`src/rtl/imem_boot_loader_pkg.sv`:
```
// boot_pkg: shared definitions for the instruction-memory boot loader.
//   - boot_state_e : loader FSM states
//   - HDR_BYTES    : length header size in bytes (LEN_LO, LEN_HI)
//   - CSUM_BYTES   : trailing checksum size in bytes
//   - len_ok()     : accepts a word count only if 1 <= n <= depth
`timescale 1ns/1ps
package boot_pkg;

    typedef enum logic [2:0] {
        S_LEN_LO,
        S_LEN_HI,
        S_DATA,
        S_CSUM,
        S_DONE,
        S_ERR
    } boot_state_e;

    localparam int HDR_BYTES  = 2;
    localparam int CSUM_BYTES = 1;

    // A zero-length image has nothing to run, and anything longer than the
    // memory would overrun it, so both are rejected before any write.
    function automatic logic len_ok(input logic [15:0] n, input int depth);
        return (n != 16'd0) && (32'(n) <= depth);
    endfunction

endpackage

```
`src/rtl/imem_boot_loader_byte_packer.sv`:
```
// byte_packer: assembles four little-endian bytes into one 32-bit word.
// Ports:
//   clk, rst_n   : clock, synchronous active-low reset
//   in_valid     : a data byte transfers this cycle
//   in_byte      : the byte (first byte of a word lands in bits 7:0)
//   word_valid   : combinational pulse on the cycle the 4th byte arrives
//   word         : assembled word, meaningful while word_valid is high
`timescale 1ns/1ps
module byte_packer (
    input  logic        clk,
    input  logic        rst_n,
    input  logic        in_valid,
    input  logic [7:0]  in_byte,
    output logic        word_valid,
    output logic [31:0] word
);

    logic [1:0]  lane_q, lane_d;
    // Bytes 0..2 of the current word; byte 3 is merged straight from the
    // input so the completed word is available in the same cycle.
    logic [23:0] asm_q, asm_d;

    always_comb begin
        lane_d     = lane_q;
        asm_d      = asm_q;
        word_valid = 1'b0;
        word       = {in_byte, asm_q};
        if (in_valid) begin
            lane_d     = lane_q + 2'd1;    // wraps 3 -> 0 on word completion
            asm_d      = {in_byte, asm_q[23:8]};
            word_valid = (lane_q == 2'd3);
        end
    end

    always_ff @(posedge clk) begin
        if (!rst_n) begin
            lane_q <= 2'd0;
            asm_q  <= 24'd0;
        end else begin
            lane_q <= lane_d;
            asm_q  <= asm_d;
        end
    end

endmodule

```
`src/rtl/imem_boot_loader.sv`:
```
// imem_boot_loader: receives a framed program image as a byte stream,
// writes it word by word into instruction memory and releases the core
// only when the whole image arrived with a matching checksum.
// Frame: LEN_LO, LEN_HI (word count N), 4*N data bytes, checksum byte
// (8-bit sum of the data bytes only).
// Ports:
//   clk, rst_n              : clock, synchronous active-low reset
//   byte_valid, byte_data   : upstream byte stream
//   byte_ready              : loader accepts a byte this cycle
//   imem_we/waddr/wdata     : registered instruction memory write port
//   core_rst_n              : core reset, low holds the core
//   busy, done, err         : loader status
`timescale 1ns/1ps
import boot_pkg::*;

module imem_boot_loader #(
    parameter int IMEM_DEPTH = 64,
    parameter int ADDR_W     = 6
) (
    input  logic              clk,
    input  logic              rst_n,
    input  logic              byte_valid,
    input  logic [7:0]        byte_data,
    output logic              byte_ready,
    output logic              imem_we,
    output logic [ADDR_W-1:0] imem_waddr,
    output logic [31:0]       imem_wdata,
    output logic              core_rst_n,
    output logic              busy,
    output logic              done,
    output logic              err
);

    boot_state_e       state_q, state_d;
    logic [7:0]        len_lo_q, len_lo_d;
    logic [15:0]       n_q, n_d;
    logic [15:0]       word_cnt_q, word_cnt_d;
    logic [7:0]        sum_q, sum_d;
    logic              imem_we_q, imem_we_d;
    logic [ADDR_W-1:0] imem_waddr_q, imem_waddr_d;
    logic [31:0]       imem_wdata_q, imem_wdata_d;

    logic              xfer;
    logic              pack_valid;
    logic              word_valid;
    logic [31:0]       word;

    assign byte_ready = (state_q == S_LEN_LO) || (state_q == S_LEN_HI) ||
                        (state_q == S_DATA)   || (state_q == S_CSUM);
    assign xfer       = byte_valid && byte_ready;
    assign pack_valid = xfer && (state_q == S_DATA);

    byte_packer u_packer (
        .clk        (clk),
        .rst_n      (rst_n),
        .in_valid   (pack_valid),
        .in_byte    (byte_data),
        .word_valid (word_valid),
        .word       (word)
    );

    always_comb begin
        state_d      = state_q;
        len_lo_d     = len_lo_q;
        n_d          = n_q;
        word_cnt_d   = word_cnt_q;
        sum_d        = sum_q;
        imem_we_d    = 1'b0;
        imem_waddr_d = imem_waddr_q;
        imem_wdata_d = imem_wdata_q;

        case (state_q)
            S_LEN_LO: begin
                if (xfer) begin
                    len_lo_d = byte_data;
                    state_d  = S_LEN_HI;
                end
            end
            S_LEN_HI: begin
                if (xfer) begin
                    n_d     = {byte_data, len_lo_q};
                    state_d = len_ok({byte_data, len_lo_q}, IMEM_DEPTH) ? S_DATA : S_ERR;
                end
            end
            S_DATA: begin
                if (xfer) begin
                    sum_d = sum_q + byte_data;
                    if (word_valid) begin
                        imem_we_d    = 1'b1;
                        imem_waddr_d = word_cnt_q[ADDR_W-1:0];
                        imem_wdata_d = word;
                        word_cnt_d   = word_cnt_q + 16'd1;
                        // Last word completes the data section; its write
                        // lands in the first checksum cycle.
                        if (word_cnt_q + 16'd1 == n_q) begin
                            state_d = S_CSUM;
                        end
                    end
                end
            end
            S_CSUM: begin
                if (xfer) begin
                    state_d = (byte_data == sum_q) ? S_DONE : S_ERR;
                end
            end
            default: begin
                state_d = state_q;    // S_DONE / S_ERR hold until reset
            end
        endcase
    end

    always_ff @(posedge clk) begin
        if (!rst_n) begin
            state_q      <= S_LEN_LO;
            len_lo_q     <= 8'd0;
            n_q          <= 16'd0;
            word_cnt_q   <= 16'd0;
            sum_q        <= 8'd0;
            imem_we_q    <= 1'b0;
            imem_waddr_q <= '0;
            imem_wdata_q <= 32'd0;
        end else begin
            state_q      <= state_d;
            len_lo_q     <= len_lo_d;
            n_q          <= n_d;
            word_cnt_q   <= word_cnt_d;
            sum_q        <= sum_d;
            imem_we_q    <= imem_we_d;
            imem_waddr_q <= imem_waddr_d;
            imem_wdata_q <= imem_wdata_d;
        end
    end

    assign imem_we    = imem_we_q;
    assign imem_waddr = imem_waddr_q;
    assign imem_wdata = imem_wdata_q;
    assign busy       = (state_q == S_LEN_HI) || (state_q == S_DATA) || (state_q == S_CSUM);
    assign done       = (state_q == S_DONE);
    assign err        = (state_q == S_ERR);
    assign core_rst_n = (state_q == S_DONE);

endmodule

```
`config.mk`:
```
export PLATFORM = sky130hd
export DESIGN_NAME = imem_boot_loader
export DESIGN_NICKNAME = d
export VERILOG_FILES = /design/src/rtl/imem_boot_loader_pkg.sv /design/src/rtl/imem_boot_loader_byte_packer.sv /design/src/rtl/imem_boot_loader.sv
export SDC_FILE = /design/constraint.sdc
export NUM_CORES = 1
export LEC_CHECK = 0
export BUFFER_PORTS_ARGS = -buffer_cell sky130_fd_sc_hd__buf_2
export CAP_MARGIN = 25
export CORE_ASPECT_RATIO = 0.9
export CORE_MARGIN = 2
export CORE_UTILIZATION = 59
export CTS_BUF_LIST = sky130_fd_sc_hd__clkbuf_8 sky130_fd_sc_hd__clkbuf_16
export CTS_CLUSTER_SIZE = 16
export DETAILED_ROUTE_END_ITERATION = 8
export PLACE_DENSITY_LB_ADDON = 0.08
export SLEW_MARGIN = 10
export SYNTH_ARGS = -nofsm -noshare
export SYNTH_HDL_FRONTEND = slang
export SYNTH_SLANG_ARGS = --single-unit
```
`constraint.sdc`:
```
create_clock -name clk -period 2.1 [get_ports clk]
set_clock_uncertainty 0.1 [all_clocks]
set_input_delay 0.105 -clock clk [delete_from_list [all_inputs] [get_ports clk]]
set_output_delay 0.105 -clock clk [all_outputs]
set_load 0.01 [all_outputs]
```
==> impl_results.md <==
* Register bit total from synthesis at roughly 120
* Worst R2R Start: sum_q[0]
* Peak fanout along the critical path at 2
* Simple-Gate Fraction of Synth Area at 0.251
* CP arrival at approximately 2400 ps
* Max-slew headroom at 0.638
* Slew @ Worst Pin at about 540 ps
* CP cell instances: ha_1 > inv_1 > fa_2 > nor2b_2 > o21ai_1 > a21oi_1 > o21ai_1 > nor3b_1 > a311o_1
* N_diodes at 0
* Mapped Cells at 645
* GRT Overall Usage at 0.261
* Post-synth top area share at 0.434
* R2R depth at 9
* Hold Path Class: flop to flop
* Post-synthesis adder-cell area fraction at 0.0248
* CTS tree: yes
* Most frequent cell after synthesis: nand2_1
* Via-to-Cell Ratio at approximately 5.4
* Syn_nets at 666
* Hold path cells at 2
* Slew Limit Fails at 0
* Largest net degree at the start of global routing at 74
* Final WL at about 12000 µm
* Syn Std Cell Area at between 0.005 and 0.006 mm²
* Core Rows at 32
* CP max stage cell: fa_2
* Final setup fails at 0
* PnR worst setup slack at 57.8 ps
* Leading area contributor after synthesis: dfxtp_1
* Status: complete, no violations
* Buf/Inv on CP at 1
* Ys async rst share at 0
* Worst-path clk slew at around 60 ps
* Lkg Pwr at 2.43 nW
* Antenna viol nets, final at 0
* Die width at between 100 and 150 µm
* Yosys cell types at 54
* FMAX at just under 0.5 GHz
* Final worst-path cycle share at 0.972
* P per Cell Area at between 800 and 900 mW/mm²
* Final Hold Fails at 0
* DRT Pass-1 Iters at 5
* Sequential element share of the synthesized area at 0.434
* H-tree depth at 4
* Average wire per standard cell at 14.6 µm
* Synth Flop Type: dfxtp_1
* Peak supply drop at approximately 0.63 mV
* Worst Setup End Kind: flop
* Clk buf depth at 2
* Unrepaired setup endpoints after global routing: true
* CTS Root Cell: clkbuf_8
* Syn Area/Cell at 8.29 µm²
* Hold_sp: imem_wdata[3]
* Initial Util at 0.616
* Worst skew pair latency at 520 ps
* Post-synth EDFFs at 0
* Most area-consuming cells after synthesis: dfxtp_1 43%, nand2_1 14%, a21boi_0 13%, xnor2_1 5.1%, ha_1 2.1%
* Die area at ~0.0098 mm²
* NumNets Final at 723
* CP peak stage delay at around 370 ps
* CP required at ~2400 ps
* Port Buffers at 54
* Stages on the worst setup path at 9
* Max Cap Viol at 0
* Yosys warnings at 0
* Setup crit start: sum_q[0]
* Area growth syn-to-layout at 19.2%
* Initial antenna violation count at 0
* Share of post-route cells with drive strength above 1 at 0.165
* XOR/XNOR Fraction of Synth Area at 0.0639
* Routability Congestion at about 0.92
* Via Count at between 4000 and 5000
* Core region area at ~0.0087 mm²
* Post-synthesis mux area share at 0.00187
* Die height at approximately 94 µm
* Worst path most repeated cell: o21ai_1
* Vias in the first global route at 4221
* Placed wire-length estimate at 8290 µm
* Family with the most delay on the worst path: compound AO/OA/AOI/OAI gates
* Fin crit period at 2040 ps
* Placement Setup Slack at -26.0 ps
* Commonest cells post-synth: 204 x nand2_1, 116 x dfxtp_1, 93 x a21boi_0, 31 x xnor2_1, 20 x clkbuf_1
* Crit path kind: flop to flop
* First-pass GRT wire length at between 20000 and 25000 µm
* Clock sinks at between 100 and 150
* Post CTS Setup Buffer Count at 0
* Iter 0 DRT Violations at roughly 230
* Crit path launch type: flop
* # DRC at 0
* Total grt overflow at 0
* Largest family of logic cells by synthesized area: simple AND/OR/NAND/NOR gates
* I/O pin cnt at 55
* Total power at 5.11 mW
* CTS buffer count at 17
* Complex-gate fraction of the synthesized area at 0.176
registers in the layout, indices dropped and copies added, names as in the netlist:
name	cells
state_q	3
word_cnt_q	16
u_packer.lane_q	2
len_lo_q	8
imem_waddr	6
sum_q	8
u_packer.asm_q	24
imem_we	1
imem_wdata	32
n_q	16
layout make-up:
cell class | count | area (µm²)
Multi-Input combinational cell | 473 | 2780
Sequential cell | 116 | 2320
Fill cell | 675 | 2310
Timing Repair Buffer | 84 | 546
Clock buffer | 19 | 442
Tap cell | 119 | 149
Clock inverter | 13 | 93.8
Inverter | 10 | 37.5
layout by cell type, fill, tap and decap left out, types with 3 or more instances in the layout:
cell           count
nor3_2             4
o211a_1            3
buf_2             54
xnor2_1           31
or3_1              4
dfxtp_1          116
nand3b_1           3
clkbuf_16         16
clkbuf_8           3
nor4_1             3
nor3b_1            3
a21boi_0          93
inv_1             12
and2_1            15
nand4_1            7
a21oi_1            6
nor3_1             6
nor2_1            10
ha_1               8
nand3_1           15
o21ai_1            4
nand2_1          204
a21boi_1           3
and3_1             5
clkinv_2           6
dlygate4sd3_1     10
o21ai_0            8
xor2_1             8
clkinvlp_4         3
buf_4             18
worst min-delay path, cell delays in order (launching register included):
cell      delay (ps)
dfxtp_1          300
nand2_1           40
a21boi_0          60
cells by family (layout without fill, tap and decap cells):
| logic type | count (synthesis) | in the layout |
|---|---|---|
| and+or+nand+nor | 295 | 295 |
| AOI/OAI and AO/OA | 128 | 128 |
| DFF | 116 | 116 |
| buffers and inverters | 56 | 126 |
| xor gates and xnor gates | 39 | 39 |
| adders and majority gates | 10 | 10 |
| muxes | 1 | 1 |
metal layers:
| metal | GRT usage | up-vias | share of wire |
|---|---|---|---|
| met5 | 0 | - | 0 |
| met4 | 0.101 | 0 | 0.017 |
| met3 | 0.0621 | 21 | 0.048 |
| met2 | 0.408 | 121 | 0.45 |
| met1 | 0.352 | 2093 | 0.48 |
| li1 | - | 2259 | - |
worst paths after layout:
path,slack (ps),endpoint
hold / removal,360,imem_wdata[3]
setup reg to reg,60,sum_q[6]
setup / recovery,60,sum_q[6]
hold reg to reg,360,imem_wdata[3]
where the power goes:
part           total [mW]  internal, mW  switching, mW
clock network        2.57          1.60          0.974
logic               0.285         0.125          0.160
registers            2.26          2.23         0.0250
total                5.11          3.96           1.16
through the flow:
stage / instance area, µm² / hold slack [ps] / utilization / std cells / TNS [ps]
after floorplan: 5350 / 150 / - / 645 / 0
after global placement: 5720 / 327 / 0.658 / 792 / 0
after detailed placement: 5720 / 328 / 0.658 / 792 / -26.0
after CTS: 6360 / 343 / 0.732 / 834 / 0
after global routing: 6370 / 362 / 0.734 / 834 / -31.3
final: 6370 / 358 / 0.734 / 834 / 0
repair_timing:
item	4_1_cts	5_1_grt
endpoints found under the hold margin	42	0
pin swaps	1	1
gates cloned	0	0
endpoints found under the setup margin	1	4
hold buffers	10	0
gates resized for setup	1	6
(Power assumes the default switching activity.)
